File: config.mk
export PLATFORM = sky130hd
export DESIGN_NAME = reaction_sequencer
export DESIGN_NICKNAME = d
export VERILOG_FILES = /design/src/rtl/reaction_pkg.sv /design/src/rtl/ms_tick_gen.sv /design/src/rtl/reaction_sequencer.sv
export SDC_FILE = /design/constraint.sdc
export NUM_CORES = 1
export LEC_CHECK = 0
export BUFFER_PORTS_ARGS = -buffer_cell sky130_fd_sc_hd__buf_2
export CAP_MARGIN = 25
export CORE_ASPECT_RATIO = 0.8
export CORE_UTILIZATION = 40
export DETAILED_ROUTE_END_ITERATION = 7
export PLACE_DENSITY = 0.59
export SETUP_SLACK_MARGIN = 0.5
export SLEW_MARGIN = 0
export SYNTH_ARGS = -nofsm -noshare
export SYNTH_HDL_FRONTEND = slang
export SYNTH_SLANG_ARGS = --single-unit
File: constraint.sdc
create_clock -name clk -period 2.11 [get_ports clk]
set_input_delay 0.422 -clock clk [delete_from_list [all_inputs] [get_ports clk]]
set_output_delay 0.422 -clock clk [all_outputs]
set_load 0.02 [all_outputs]
File: src/rtl/reaction_pkg.sv
// Shared types and constants for the reaction-time game round controller.
package reaction_pkg;

  typedef enum logic [2:0] {
    IDLE,
    DELAY,
    GO,
    RESULT,
    FOUL
  } state_e;

  localparam int unsigned MS_W  = 14;
  localparam int unsigned DLY_W = 12;

  // Fibonacci taps 16,14,13,11 expressed as a mask over bits [15:0]
  localparam logic [15:0] LFSR_SEED = 16'hACE1;
  localparam logic [15:0] LFSR_TAPS = 16'hB400;

  function automatic logic [15:0] lfsr_next(input logic [15:0] cur);
    return {cur[14:0], ^(cur & LFSR_TAPS)};
  endfunction

endpackage

File: src/rtl/ms_tick_gen.sv
// Millisecond prescaler: counts 0..TICK_DIV-1 and pulses tick_o on the last count.
module ms_tick_gen #(
  parameter int unsigned TICK_DIV = 50000
) (
  input  logic clk_i,
  input  logic rst_i,
  input  logic clr_i,
  output logic tick_o
);

  localparam int unsigned        CNT_W = (TICK_DIV > 1) ? $clog2(TICK_DIV) : 1;
  localparam logic [CNT_W-1:0]   LAST  = CNT_W'(TICK_DIV - 1);

  logic [CNT_W-1:0] cnt_q, cnt_d;

  // tick_o is not gated by clr_i: clr_i is derived from the FSM, which consumes tick_o
  assign tick_o = (cnt_q == LAST);

  always_comb begin
    cnt_d = cnt_q + CNT_W'(1);
    if (clr_i || tick_o) begin
      cnt_d = '0;
    end
  end

  always_ff @(posedge clk_i) begin
    if (rst_i) begin
      cnt_q <= '0;
    end else begin
      cnt_q <= cnt_d;
    end
  end

endmodule

File: src/rtl/reaction_sequencer.sv
// Reaction-game round controller: random pre-GO delay, reaction timing in ms,
// false-start and timeout flagging; all outputs registered.
module reaction_sequencer
  import reaction_pkg::*;
#(
  parameter int unsigned TICK_DIV     = 50000,
  parameter int unsigned MIN_DELAY_MS = 1000,
  parameter int unsigned TIMEOUT_MS   = 9999,
  parameter int unsigned BLINK_MS     = 250
) (
  input  logic            clk,
  input  logic            rst,
  input  logic            start,
  input  logic            react,
  output logic            disp,
  output logic [MS_W-1:0] react_ms,
  output logic            result_valid,
  output logic            timeout,
  output logic            foul,
  output logic            busy
);

  localparam logic [DLY_W-1:0] MIN_DLY    = DLY_W'(MIN_DELAY_MS);
  localparam logic [MS_W-1:0]  TMO        = MS_W'(TIMEOUT_MS);
  localparam logic [MS_W-1:0]  BLINK_LAST = MS_W'(BLINK_MS - 1);

  state_e           state_q, state_d;
  logic             start_q, react_q;
  logic             start_rise, react_rise;
  logic [15:0]      lfsr_q, lfsr_d;
  logic [DLY_W-1:0] delay_cnt_q, delay_cnt_d;
  logic [MS_W-1:0]  ms_cnt_q, ms_cnt_d, ms_inc;
  logic [MS_W-1:0]  blink_cnt_q, blink_cnt_d;
  logic             disp_q, disp_d;
  logic [MS_W-1:0]  react_ms_q, react_ms_d;
  logic             result_valid_q, result_valid_d;
  logic             timeout_q, timeout_d;
  logic             foul_q, foul_d;
  logic             busy_q, busy_d;
  logic             tick, tick_clr;

  assign start_rise = start & ~start_q;
  assign react_rise = react & ~react_q;
  assign ms_inc     = ms_cnt_q + MS_W'(1);
  assign tick_clr   = (state_d != state_q);

  ms_tick_gen #(
    .TICK_DIV(TICK_DIV)
  ) u_tick (
    .clk_i (clk),
    .rst_i (rst),
    .clr_i (tick_clr),
    .tick_o(tick)
  );

  always_comb begin
    state_d        = state_q;
    lfsr_d         = lfsr_next(lfsr_q);
    delay_cnt_d    = delay_cnt_q;
    ms_cnt_d       = ms_cnt_q;
    blink_cnt_d    = blink_cnt_q;
    disp_d         = disp_q;
    react_ms_d     = react_ms_q;
    result_valid_d = result_valid_q;
    timeout_d      = timeout_q;
    foul_d         = foul_q;

    unique case (state_q)
      IDLE: begin
        if (start_rise) state_d = DELAY;
      end
      DELAY: begin
        // a press on the expiry tick still counts as a false start
        if (react_rise) begin
          state_d = FOUL;
        end else if (tick) begin
          if (delay_cnt_q == DLY_W'(1)) state_d = GO;
          else delay_cnt_d = delay_cnt_q - DLY_W'(1);
        end
      end
      GO: begin
        if (react_rise) begin
          state_d    = RESULT;
          react_ms_d = ms_cnt_q;
        end else if (tick) begin
          ms_cnt_d = ms_inc;
          if (ms_inc == TMO) begin
            state_d    = RESULT;
            react_ms_d = TMO;
            timeout_d  = 1'b1;
          end
        end
      end
      RESULT: begin
        if (start_rise) state_d = DELAY;
      end
      FOUL: begin
        if (start_rise) begin
          state_d = DELAY;
        end else if (tick) begin
          if (blink_cnt_q == BLINK_LAST) begin
            blink_cnt_d = '0;
            disp_d      = ~disp_q;
          end else begin
            blink_cnt_d = blink_cnt_q + MS_W'(1);
          end
        end
      end
      default: state_d = IDLE;
    endcase

    if (state_d != state_q) begin
      unique case (state_d)
        DELAY: begin
          delay_cnt_d    = MIN_DLY + DLY_W'(lfsr_q[10:0]);
          react_ms_d     = '0;
          result_valid_d = 1'b0;
          timeout_d      = 1'b0;
          foul_d         = 1'b0;
        end
        GO:      ms_cnt_d = '0;
        RESULT:  result_valid_d = 1'b1;
        FOUL: begin
          foul_d      = 1'b1;
          blink_cnt_d = '0;
        end
        default: ;
      endcase
    end

    if (state_d != FOUL) begin
      disp_d = (state_d != GO);
    end else if (state_q != FOUL) begin
      disp_d = 1'b0;
    end

    busy_d = (state_d == DELAY) || (state_d == GO);
  end

  always_ff @(posedge clk) begin
    if (rst) begin
      state_q        <= IDLE;
      start_q        <= 1'b0;
      react_q        <= 1'b0;
      lfsr_q         <= LFSR_SEED;
      delay_cnt_q    <= '0;
      ms_cnt_q       <= '0;
      blink_cnt_q    <= '0;
      disp_q         <= 1'b1;
      react_ms_q     <= '0;
      result_valid_q <= 1'b0;
      timeout_q      <= 1'b0;
      foul_q         <= 1'b0;
      busy_q         <= 1'b0;
    end else begin
      state_q        <= state_d;
      start_q        <= start;
      react_q        <= react;
      lfsr_q         <= lfsr_d;
      delay_cnt_q    <= delay_cnt_d;
      ms_cnt_q       <= ms_cnt_d;
      blink_cnt_q    <= blink_cnt_d;
      disp_q         <= disp_d;
      react_ms_q     <= react_ms_d;
      result_valid_q <= result_valid_d;
      timeout_q      <= timeout_d;
      foul_q         <= foul_d;
      busy_q         <= busy_d;
    end
  end

  assign disp         = disp_q;
  assign react_ms     = react_ms_q;
  assign result_valid = result_valid_q;
  assign timeout      = timeout_q;
  assign foul         = foul_q;
  assign busy         = busy_q;

endmodule

==> results of run 1 <==
cell usage in the layout, fill, tap and decap left out, types with 11 or more instances in the layout:
master,n
and3_1,13
dfxtp_1,88
nand2_1,27
a21oi_1,11
nor3_2,12
buf_6,13
nor2_2,11
buf_2,22
nand4_1,13
nor2_4,13
nand3_1,13
nor2b_1,20
xnor2_1,21
nor2_1,43
buf_4,87
xor2_1,27
report_power, final:
| group | switching, uW | internal, uW |
|---|---|---|
| clock | 735 | 929 |
| sequential | 42.3 | 1860 |
| combinational | 254 | 235 |
synth_stat cells, types with 4 or more instances:
| library cell | number |
|---|---|
| nand4_1 | 13 |
| nand2_1 | 35 |
| nand2b_1 | 5 |
| ha_1 | 8 |
| nor3_2 | 4 |
| xnor2_1 | 25 |
| dfxtp_1 | 96 |
| or2_2 | 9 |
| nor2b_1 | 20 |
| nor4_1 | 6 |
| a211oi_1 | 5 |
| nor3_1 | 24 |
| or3_1 | 7 |
| or4_1 | 4 |
| o221a_2 | 7 |
| a22oi_1 | 7 |
| inv_1 | 10 |
| mux2i_1 | 4 |
| o21ai_0 | 11 |
| clkbuf_1 | 8 |
| nor2_2 | 9 |
| nor2_1 | 58 |
| xor2_1 | 29 |
| buf_2 | 5 |
| a21oi_1 | 18 |
| nand3_1 | 20 |
| and3_1 | 14 |
area by class of cell:
cell class / instances / share of cell area (%)
Multi-Input combinational cell: 392 / 47.7
Sequential cell: 96 / 28.4
Inverter: 10 / 0.549
Timing Repair Buffer: 132 / 16.3
Clock buffer: 9 / 3.29
Tap cell: 144 / 2.64
Clock inverter: 7 / 1.13
per-stage QoR:
stage	hold WS (ns)	total power [uW]	setup TNS, ns	instance area, um^2
5_1_grt	0.328	4230	-13.61	6840
3_3_place_gp	0.393	2340	-2.39	5670
6_report	0.334	4060	-7.03	6840
3_5_place_dp	0.398	2350	-5.51	5670
4_1_cts	0.318	4040	-5.48	6410
2_1_floorplan	0.389	2190	-0.0435	4830
logic make-up after synthesis:
group | Yosys count | share of synthesized area [%]
fa+ha+maj | 8 | 2.16
xor+xnor | 54 | 10.2
simple gates | 250 | 30.2
compound gates | 75 | 12.3
mux | 4 | 0.866
flops | 96 | 41.6
buf+inv | 27 | 2.68
flip-flops by register name, summed over array words and instances (netlist names), 3 cells and up:
register      flops
u_tick.cnt_q     16
ms_cnt_q         14
blink_cnt_q      14
lfsr_q           16
react_ms         14
state_q           3
delay_cnt_q      12
per-layer routing:
metal	track usage [%]	share of wire [%]
met5	0	0
met4	6.85	1.8
met3	4.67	4.0
met2	33.4	47
met1	28.3	47
timing repair:
item / in CTS / in global routing
buffers inserted: 14 / 10
setup endpoints to repair: 76 / 77
cloned: 1 / 2
gates resized for setup: 61 / 66
hold buffers: 0 / 0
pin swaps: 33 / 33
worst max-delay path by stage:
stage | from | endpoint | slack (ns) | depth (start not counted)
finish | u_tick.cnt_q[1]$_SDFF_PP0_ | u_tick.cnt_q[10]$_SDFF_PP0_ | -0.20 | 10
global route | u_tick.cnt_q[1]$_SDFF_PP0_ | delay_cnt_q[5]$_SDFF_PP0_ | -0.35 | 10
CTS | u_tick.cnt_q[1]$_SDFF_PP0_ | delay_cnt_q[8]$_SDFF_PP0_ | -0.18 | 10
detailed placement | u_tick.cnt_q[1]$_SDFF_PP0_ | react_ms[3]$_SDFF_PP0_ | -0.21 | 8
global placement | ms_cnt_q[1]$_SDFF_PP0_ | delay_cnt_q[8]$_SDFF_PP0_ | -0.13 | 8
floorplan | ms_cnt_q[0]$_SDFF_PP0_ | u_tick.cnt_q[15]$_SDFF_PP0_ | -0.01 | 9
worst reg2reg max path, stage by stage (launching register included):
cell and delay, ns:
dfxtp_2 0.35, ha_4 0.14, and4bb_2 0.25, nand4_4 0.12, buf_12 0.16, nor4_4 0.31
and4b_4 0.34, nor3_4 0.06, o21ai_4 0.22, clkbuf_16 0.20, nor2_2 0.04
==> qor.yml, run 1 <==
die_h_um: 98.2
worstPathRequired_ns: 2.35
wire_per_inst_um: 15.6
path_delay_family: "simple AND/OR/NAND/NOR gates"
violations: "negative setup slack"
antenna_found_initial: 0
syn_inst: 514
crit_path_start_kind: "register"
hold_path.class: "primary input to register"
cp_slowest_cell: "dfxtp_2"
crit_type: "register to register"
initial_core_util_pct: 41.8
grt_overflow_total: 0
crit_buf_inv: 2
cp_cell_sequence: "ha_4 > and4bb_2 > nand4_4 > buf_12 > nor4_4 > and4b_4 > nor3_4 > o21ai_4 > clkbuf_16 > nor2_2"
dp_slack_ns: -0.212
cts_buffers: 9
routed_wl_um: 12300
synth_top_area_cell: "dfxtp_1"
gp_congestion: 0.864
synth_nets: 526
dp_cells: 747
area_growth_pct: 47.8
yosysWarningCount: 0
final-instance-count-excl-fill: 790
syn_area_mm2: 0.00462
hpwl_um: 8280
power.leakage_uw: 0.00280
grt_usage_pct: 21.1
critPathMaxFanout: 8
ant_nets: 0
rr_worst_depth: 10
nNetsFinal: 653
synthArstFlopShare_pct: 0
ys_seq_area_share_pct: 41.6
seq_area_mm2: 0.00194
cts.sinks: 96
num_rows: 34
vias_per_cell: 5.32
drc: 0
chipWidth_um: 122
layout_setup_ws_ns: -0.200
synth_top_area_share_pct: 41.6
yosysUniqueCellTypes: 64
root_buffer: "clkbuf_16"
cts_tree: "built"
die_area_mm2: 0.0120
insertion_delay_ns: 0.35
tightest_slew_ns: 0.650
synth_edf_count: 0
ios: 23
ir_worst_vdd_v: 0.000360
cap_violations: 0
grt_pass1_wl_um: 20100
holdPathStages: 2
min_to: "start_q$_SDFF_PP0_"
slew_headroom_pct: 56.5
ys_top_cells_by_area: "dfxtp_1 42%, xor2_1 5.5%, xnor2_1 4.7%"
rsz0062_at_grt: "true"
worstReg2RegEnd: "u_tick.cnt_q[10]$_SDFF_PP0_"
finalMaxSlewViolations: 0
multi_input_area_mm2: 0.00326
path_clk_slew_ns: 0.07
min_period_over_period_pct: 109
setup_viol_count_final: 57
r2r_setup_slack_ns: -0.20
slowest_delay_ns: 0.35
fin_skew_ns: 0.00411
end_kind: "register"
r2r_start: "u_tick.cnt_q[1]$_SDFF_PP0_"
worstPathArrival_ns: 2.55
power_density_mw_per_mm2: 594
hp-start: "start"
timing.fmax_mhz: 433
firstDrtPassIters: 4
ctsHtreeMaxLevel: 3
grt_pass1_vias: 4163
grt_max_degree: 18
vias: 4203
drive_above_1_share_pct: 45.0
core_mm2: 0.0111
hold_viol_final: 0
fin_crit_ns: 2.31
ys_ff_latch: 96
drt-initial-drc-count: 184
io_buffers: 22
final_util_pct: 61.8
synth.avg_cell_area_um2: 9.00
diodes: 0
clockBufferDepth: 2
synth-main-ff-cell: "dfxtp_1"
n_fill_cell: 880
status: "complete, but fails checks"
Power figures use the tool's default switching activity.
==> run 2: changes to the inputs <==
--- a/config.mk
+++ b/config.mk
@@ -8,11 +8,12 @@
 export BUFFER_PORTS_ARGS = -buffer_cell sky130_fd_sc_hd__buf_2
 export CAP_MARGIN = 25
 export CORE_ASPECT_RATIO = 0.8
-export CORE_UTILIZATION = 40
+export CORE_UTILIZATION = 60
 export DETAILED_ROUTE_END_ITERATION = 7
-export PLACE_DENSITY = 0.59
+export PLACE_DENSITY = 0.79
 export SETUP_SLACK_MARGIN = 0.5
 export SLEW_MARGIN = 0
 export SYNTH_ARGS = -nofsm -noshare
 export SYNTH_HDL_FRONTEND = slang
+export SYNTH_HIERARCHICAL = 1
 export SYNTH_SLANG_ARGS = --single-unit
==> constraint.sdc (replaced) <==
create_clock -name clk -period 2.23 [get_ports clk]
set_input_delay 0.446 -clock clk [delete_from_list [all_inputs] [get_ports clk]]
set_output_delay 0.446 -clock clk [all_outputs]
set_load 0.02 [all_outputs]
==> run 2 against run 1 <==
Effect of this change:
- the flow still finishes with violations (negative setup slack)
- setup slack got worse by 0.45 ns
- wire length grew 34%
- die area is 35% lower
- count of clock-buffer cells in the layout unchanged
- synthesized cell count is 4.5% lower
- critical endpoint is now ms_cnt_q[13]$_SDFF_PP0_
- largest cell class unchanged
- highest routed layer unchanged
==> qor.yml, run 2 <==
finalMaxSlewViolations: 0
worstPathArrival_ns: 3.14
die_h_um: 79.3
die_area_mm2: 0.00783
grt_pass1_wl_um: 18800
seq_area_mm2: 0.00193
clockBufferDepth: 2
synth_mux_area_share_pct: 0.558
antenna_found_initial: 0
cts.sinks: 96
dp_cells: 653
synth_top_family_by_area: "simple AND/OR/NAND/NOR gates"
power_density_mw_per_mm2: 537
root_buffer: "clkbuf_8"
hold_path.class: "primary input to register"
end_kind: "register"
ios: 23
ir_worst_vdd_v: 0.000469
layout_commonest_cell: "dfxtp_1"
synth_edf_count: 0
yosysUniqueCellTypes: 66
firstDrtPassIters: 6
vias: 4619
min_period_over_period_pct: 129
setup_viol_count_final: 75
nNetsFinal: 612
ys_ff_latch: 96
rr_worst_depth: 9
initial_core_util_pct: 63.5
area_growth_pct: 40.2
io_buffers: 22
synth.most_common_cell: "dfxtp_1"
core_mm2: 0.00706
cts_buffers: 9
rsz0062_at_grt: "true"
synth-compound-area-share_pct: 11.2
drt-initial-drc-count: 458
cts_tree: "built"
fin_crit_ns: 2.88
synth.avg_cell_area_um2: 9.14
synth_top_area_cell: "dfxtp_1"
worstPathRequired_ns: 2.49
grt_pass1_vias: 4051
ctsHtreeMaxLevel: 3
path_clk_slew_ns: 0.10
syn_area_mm2: 0.00449
r2r_setup_slack_ns: -0.65
layout_common_cells: "90 x dfxtp_1, 66 x buf_4, 45 x nor2_1"
ant_nets: 0
vias_per_cell: 6.67
reg_top3: "lfsr_q x16, u_tick/cnt_q x16"
multi_input_area_mm2: 0.00305
timing.fmax_mhz: 348
seq_power_share_pct: 53.9
p_comb_share_pct: 11.5
syn_inst: 491
num_rows: 27
synth_nets: 503
p_sw_uw: 939
synthArstFlopShare_pct: 0
gp_congestion: 0.867
synth_xor_area_share_pct: 11.7
diodes: 0
netSwitchingFraction_pct: 27.8
wire_per_inst_um: 23.8
hold_viol_final: 0
tns_ns: -28.60
synth_top_area_share_pct: 42.8
layout_setup_ws_ns: -0.646
insertion_delay_ns: 0.37
power.internal_uw: 2440
grt_usage_pct: 30.7
yosys.area_share.simple_pct: 27.9
holdPathStages: 2
synth-main-ff-cell: "dfxtp_1"
hold_ws_ns: 0.353
status: "complete, but fails checks"
crit_type: "register to register"
cap_violations: 0
tightest_slew_ns: 0.739
grt_max_degree: 25
n_fill_cell: 281
yosysWarningCount: 6
violations: "negative setup slack"
final-instance-count-excl-fill: 692
critPathMaxFanout: 4
ys_top_cells_by_count: "96 x dfxtp_1, 72 x nor2_1, 32 x nand2_1"
pwr-share-clk_pct: 34.6
drive_above_1_share_pct: 42.6
drc: 0
routed_wl_um: 16500
chipWidth_um: 98.7
synth_fa_ha_area_share_pct: 2.23
crit_path_start_kind: "register"
slew_headroom_pct: 50.3
hpwl_um: 7260
fin_skew_ns: 0.0116
grt_overflow_total: 0
ys_seq_area_share_pct: 42.8
power.leakage_uw: 0.00236
ys_top_cells_by_area: "dfxtp_1 43%, xnor2_1 6.1%, nor2_1 6.0%"
run 2: changes by cell type after synthesis, moves of 5 or more:
cell     delta
nor2b_1     -6
nor2_1     +14
nor3_1     -12
nor2_2      -9
and2_1      +5
and3_1      -9
a22oi_1     -5
xnor2_1     +6
nand4_1     -5
run 2: path summary, 6_finish.rpt:
| check | to | start |
|---|---|---|
| worst max-delay path | ms_cnt_q[13]$_SDFF_PP0_ | u_tick/cnt_q[11]$_SDFF_PP0_ |
| worst min-delay path | react_q$_SDFF_PP0_ | react |
| worst max register to register | ms_cnt_q[13]$_SDFF_PP0_ | u_tick/cnt_q[11]$_SDFF_PP0_ |
| worst min register to register | lfsr_q[15]$_SDFF_PP1_ | lfsr_q[14]$_SDFF_PP0_ |
run 2: routing by layer:
metal / vias up / wire length [um] / global-route usage (%)
li1: 1932 / - / -
met1: 2181 / 6130 / 36.8
met2: 375 / 7730 / 54.4
met3: 131 / 1480 / 5.55
met4: 0 / 1120 / 13.4
met5: - / 0 / 0
run 2: final cells by class:
| type | instances | area share, % |
|---|---|---|
| multi-input cells | 364 | 48.5 |
| clock inverters | 7 | 1.11 |
| inverters | 12 | 0.716 |
| flip-flops and latches | 96 | 30.7 |
| repair buffers | 117 | 15.3 |
| clock buffers | 9 | 1.97 |
| well taps | 87 | 1.73 |
run 2: power by group through the flow:
stage                     sequential, uW  clock [uW]  combinational (uW)
after CTS                           1810        1150                 296
after floorplan                     1850           0                 189
after detailed placement            1840           0                 277
after global routing                1820        1240                 406
final                               1820        1170                 389
after global placement              1840           0                 269
run 2: stage by stage:
stage	power (uW)	utilization (%)	instance area, um^2	setup slack, ns
after global placement	2110	74.4	5250	-0.240
after detailed placement	2120	74.4	5250	-0.325
after floorplan	2030	-	4610	-0.502
after global routing	3470	89.1	6290	-0.648
final	3380	89.1	6290	-0.646
after CTS	3250	82.0	5790	-0.293
run 2: logic make-up (layout without fill, tap and decap cells):
family,Yosys count,in the layout
compound gates,66,66
xor+xnor,60,60
fa+ha+maj,8,8
buf+inv,31,145
flops,96,96
mux,2,2
simple gates,228,228
run 2: worst max-delay path, stage by stage (launching register included):
cell	delay, ns
dfxtp_1	0.35
or4bb_4	0.57
nor4_4	0.38
buf_4	0.19
or4b_4	0.51
buf_4	0.17
nor3_4	0.17
nand3_1	0.14
xor2_1	0.22
nor2_1	0.08
run 2: what timing repair did:
item / CTS / global route
hold buffers: 0 / 0
pin swaps: 21 / 41
buffers inserted: 9 / 12
cloned: 0 / 2
setup endpoints to repair: 76 / 76
resized for setup: 54 / 87
==> run 3: changes to the inputs <==
--- a/config.mk
+++ b/config.mk
@@ -5,13 +5,17 @@
 export SDC_FILE = /design/constraint.sdc
 export NUM_CORES = 1
 export LEC_CHECK = 0
+export ABC_AREA = 1
 export BUFFER_PORTS_ARGS = -buffer_cell sky130_fd_sc_hd__buf_2
 export CAP_MARGIN = 25
+export CELL_PAD_IN_SITES_DETAIL_PLACEMENT = 1
+export CELL_PAD_IN_SITES_GLOBAL_PLACEMENT = 2
 export CORE_ASPECT_RATIO = 0.8
-export CORE_UTILIZATION = 60
+export CORE_UTILIZATION = 35
 export DETAILED_ROUTE_END_ITERATION = 7
-export PLACE_DENSITY = 0.79
+export PLACE_DENSITY = 0.8
 export SETUP_SLACK_MARGIN = 0.5
+export SKIP_CTS_REPAIR_TIMING = 1
 export SLEW_MARGIN = 0
 export SYNTH_ARGS = -nofsm -noshare
 export SYNTH_HDL_FRONTEND = slang
==> run 3 against run 2 <==
Effect of this change:
- the flow still finishes with violations (negative setup slack)
- sequential power about the same
- synthesized cell count increased by 41%
- flip-flop and latch count unchanged
- combinational power increased by 11%
- area after synthesis increased by 7.8%
- die area increased by 83%
- largest cell class unchanged
- critical path depth increased by 7
- first-iteration DRC count decreased by 54%
- setup slack improved by 0.49 ns
- clock skew decreased by 0.0058 ns
- global-route usage decreased by 11 points
==> qor.yml, run 3 <==
critPathMaxFanout: 7
die_area_mm2: 0.0143
hold_path.class: "primary input to register"
end_kind: "register"
ant_nets: 0
layout_common_cells: "137 x nand2_1, 112 x nor2_1, 90 x dfxtp_1"
ys_top_cells_by_count: "144 x nand2_1, 136 x nor2_1, 96 x dfxtp_1"
synth.avg_cell_area_um2: 6.98
cts.sinks: 96
final-instance-count-excl-fill: 946
slew_headroom_pct: 73.3
timing.fmax_mhz: 420
ir_worst_vdd_v: 0.000499
synth_top_area_cell: "dfxtp_1"
dp_cells: 917
cts_buffers: 9
diodes: 0
layout_setup_ws_ns: -0.151
grt_max_degree: 22
place_area_mm2: 0.00551
gp_congestion: 0.821
syn_area_mm2: 0.00483
num_rows: 38
yosysUniqueCellTypes: 38
violations: "negative setup slack"
r2r_setup_slack_ns: -0.15
ys_ff_latch: 96
synthArstFlopShare_pct: 0
synth.most_common_cell: "nand2_1"
yosysWarningCount: 6
grt_overflow_total: 0
grt_pass1_vias: 4595
hp-start: "react"
synth_nets: 704
synth_top_area_share_pct: 39.8
die_h_um: 107
grt_usage_pct: 20.1
ctsHtreeMaxLevel: 3
insertion_delay_ns: 0.36
layout_commonest_cell: "nand2_1"
worstPathRequired_ns: 2.53
worstSetupStartpoint: "ms_cnt_q[1]$_SDFF_PP0_"
root_buffer: "clkbuf_16"
min_period_over_period_pct: 107
clockBufferDepth: 2
path_clk_slew_ns: 0.07
tightest_slew_ns: 0.396
power_density_mw_per_mm2: 644
hold_ws_ns: 0.305
syn_inst: 692
vias_per_cell: 4.91
vias: 4647
reg_top3: "lfsr_q x16, u_tick/cnt_q x16"
antenna_found_initial: 0
final_util_pct: 45.2
nNetsFinal: 773
grt_pass1_wl_um: 22300
fin_crit_ns: 2.38
ios: 23
synth_edf_count: 0
wire_per_inst_um: 14.9
final_cell_area_mm2: 0.00611
drt-initial-drc-count: 209
fin_skew_ns: 0.00581
initial_core_util_pct: 35.8
crit_path_start_kind: "register"
io_buffers: 22
crit_type: "register to register"
worstPathArrival_ns: 2.68
core_mm2: 0.0135
status: "complete, but fails checks"
ys_top_cells_by_area: "dfxtp_1 40%, nand2_1 11%, nor2_1 11%"
finalMaxSlewViolations: 0
hpwl_um: 10300
rsz0062_at_grt: "true"
routed_wl_um: 14100
firstDrtPassIters: 4
area_growth_pct: 26.4
ys_seq_area_share_pct: 39.8
hold_viol_final: 0
drc: 0
n_fill_cell: 1747
cap_violations: 0
cts_tree: "built"
power.leakage_uw: 0.00249
chipWidth_um: 133
synth-main-ff-cell: "dfxtp_1"
drive_above_1_share_pct: 21.5
setup_viol_count_final: 43
r2r_start: "ms_cnt_q[1]$_SDFF_PP0_"
-- run 3: cell count changes in the layout (fill, tap and decap cells not counted), sizes merged, moves of 10 or more --
cell	previous run	this run
buf	116	72
inv	13	96
nand2	32	150
nor2	72	142
nor2b	14	0
o21ai	10	20
xnor2	31	10
-- run 3: power breakdown --
group / internal (uW) / switching [uW] / leakage (uW)
clock network: 975 / 703 / 0.000161
registers: 1770 / 48.2 / 0.000786
logic: 166 / 266 / 0.00154
-- run 3: worst paths after layout --
path,endpoint,cells past startpoint
max reg2reg,react_ms[0]$_SDFF_PP0_,16
max,react_ms[0]$_SDFF_PP0_,16
min,react_q$_SDFF_PP0_,3
min reg2reg,lfsr_q[12]$_SDFF_PP0_,2
-- run 3: worst max-delay path, stage by stage (launching register included) --
cell and delay, ns:
dfxtp_4 0.39, ha_4 0.17, nand3_4 0.10, nor2_4 0.17, buf_6 0.12, nand3_1 0.07
nand2_1 0.12, nor2_1 0.06, nand2_1 0.09, nor2_4 0.05, nand2_2 0.09, nand3_4 0.07
buf_4 0.16, o211ai_4 0.16, nand2_4 0.19, clkbuf_16 0.21, nor2_1 0.08
-- run 3: final cells by class --
class | count | area, um^2 | area share, %
multi-input cells | 486 | 2700 | 44.2
flip-flops and latches | 96 | 1930 | 31.7
repair buffers | 73 | 554 | 9.08
inverters | 95 | 367 | 6.00
clock buffers | 11 | 264 | 4.32
well taps | 180 | 225 | 3.69
clock inverters | 5 | 61.3 | 1.00
-- run 3: layer usage --
layer / vias up / global-route usage [%] / share of wire [%]
met5: - / 0 / 0
met4: 0 / 7.31 / 1.7
met3: 18 / 4.35 / 2.7
met2: 43 / 33.7 / 47
met1: 2238 / 25.3 / 49
li1: 2348 / - / -
-- run 3: stage by stage --
step                      TNS [ns]  total power (uW)  setup slack [ns]
after floorplan                  0              2120             0.124
after global placement           0              2230            0.0176
after detailed placement    -0.972              2250           -0.0711
after CTS                    -2.17              3950            -0.180
after global routing        -10.45              4120            -0.287
final                        -3.39              3930            -0.151
-- run 3: cell families after synthesis --
| kind of cell | Yosys count | share of synthesized area (%) |
|---|---|---|
| AOI/OAI and AO/OA | 67 | 8.67 |
| adders and majority gates | 8 | 2.07 |
| and+or+nand+nor | 374 | 33.7 |
| DFF | 96 | 39.8 |
| buffers and inverters | 111 | 9.29 |
| xor gates and xnor gates | 36 | 6.52 |
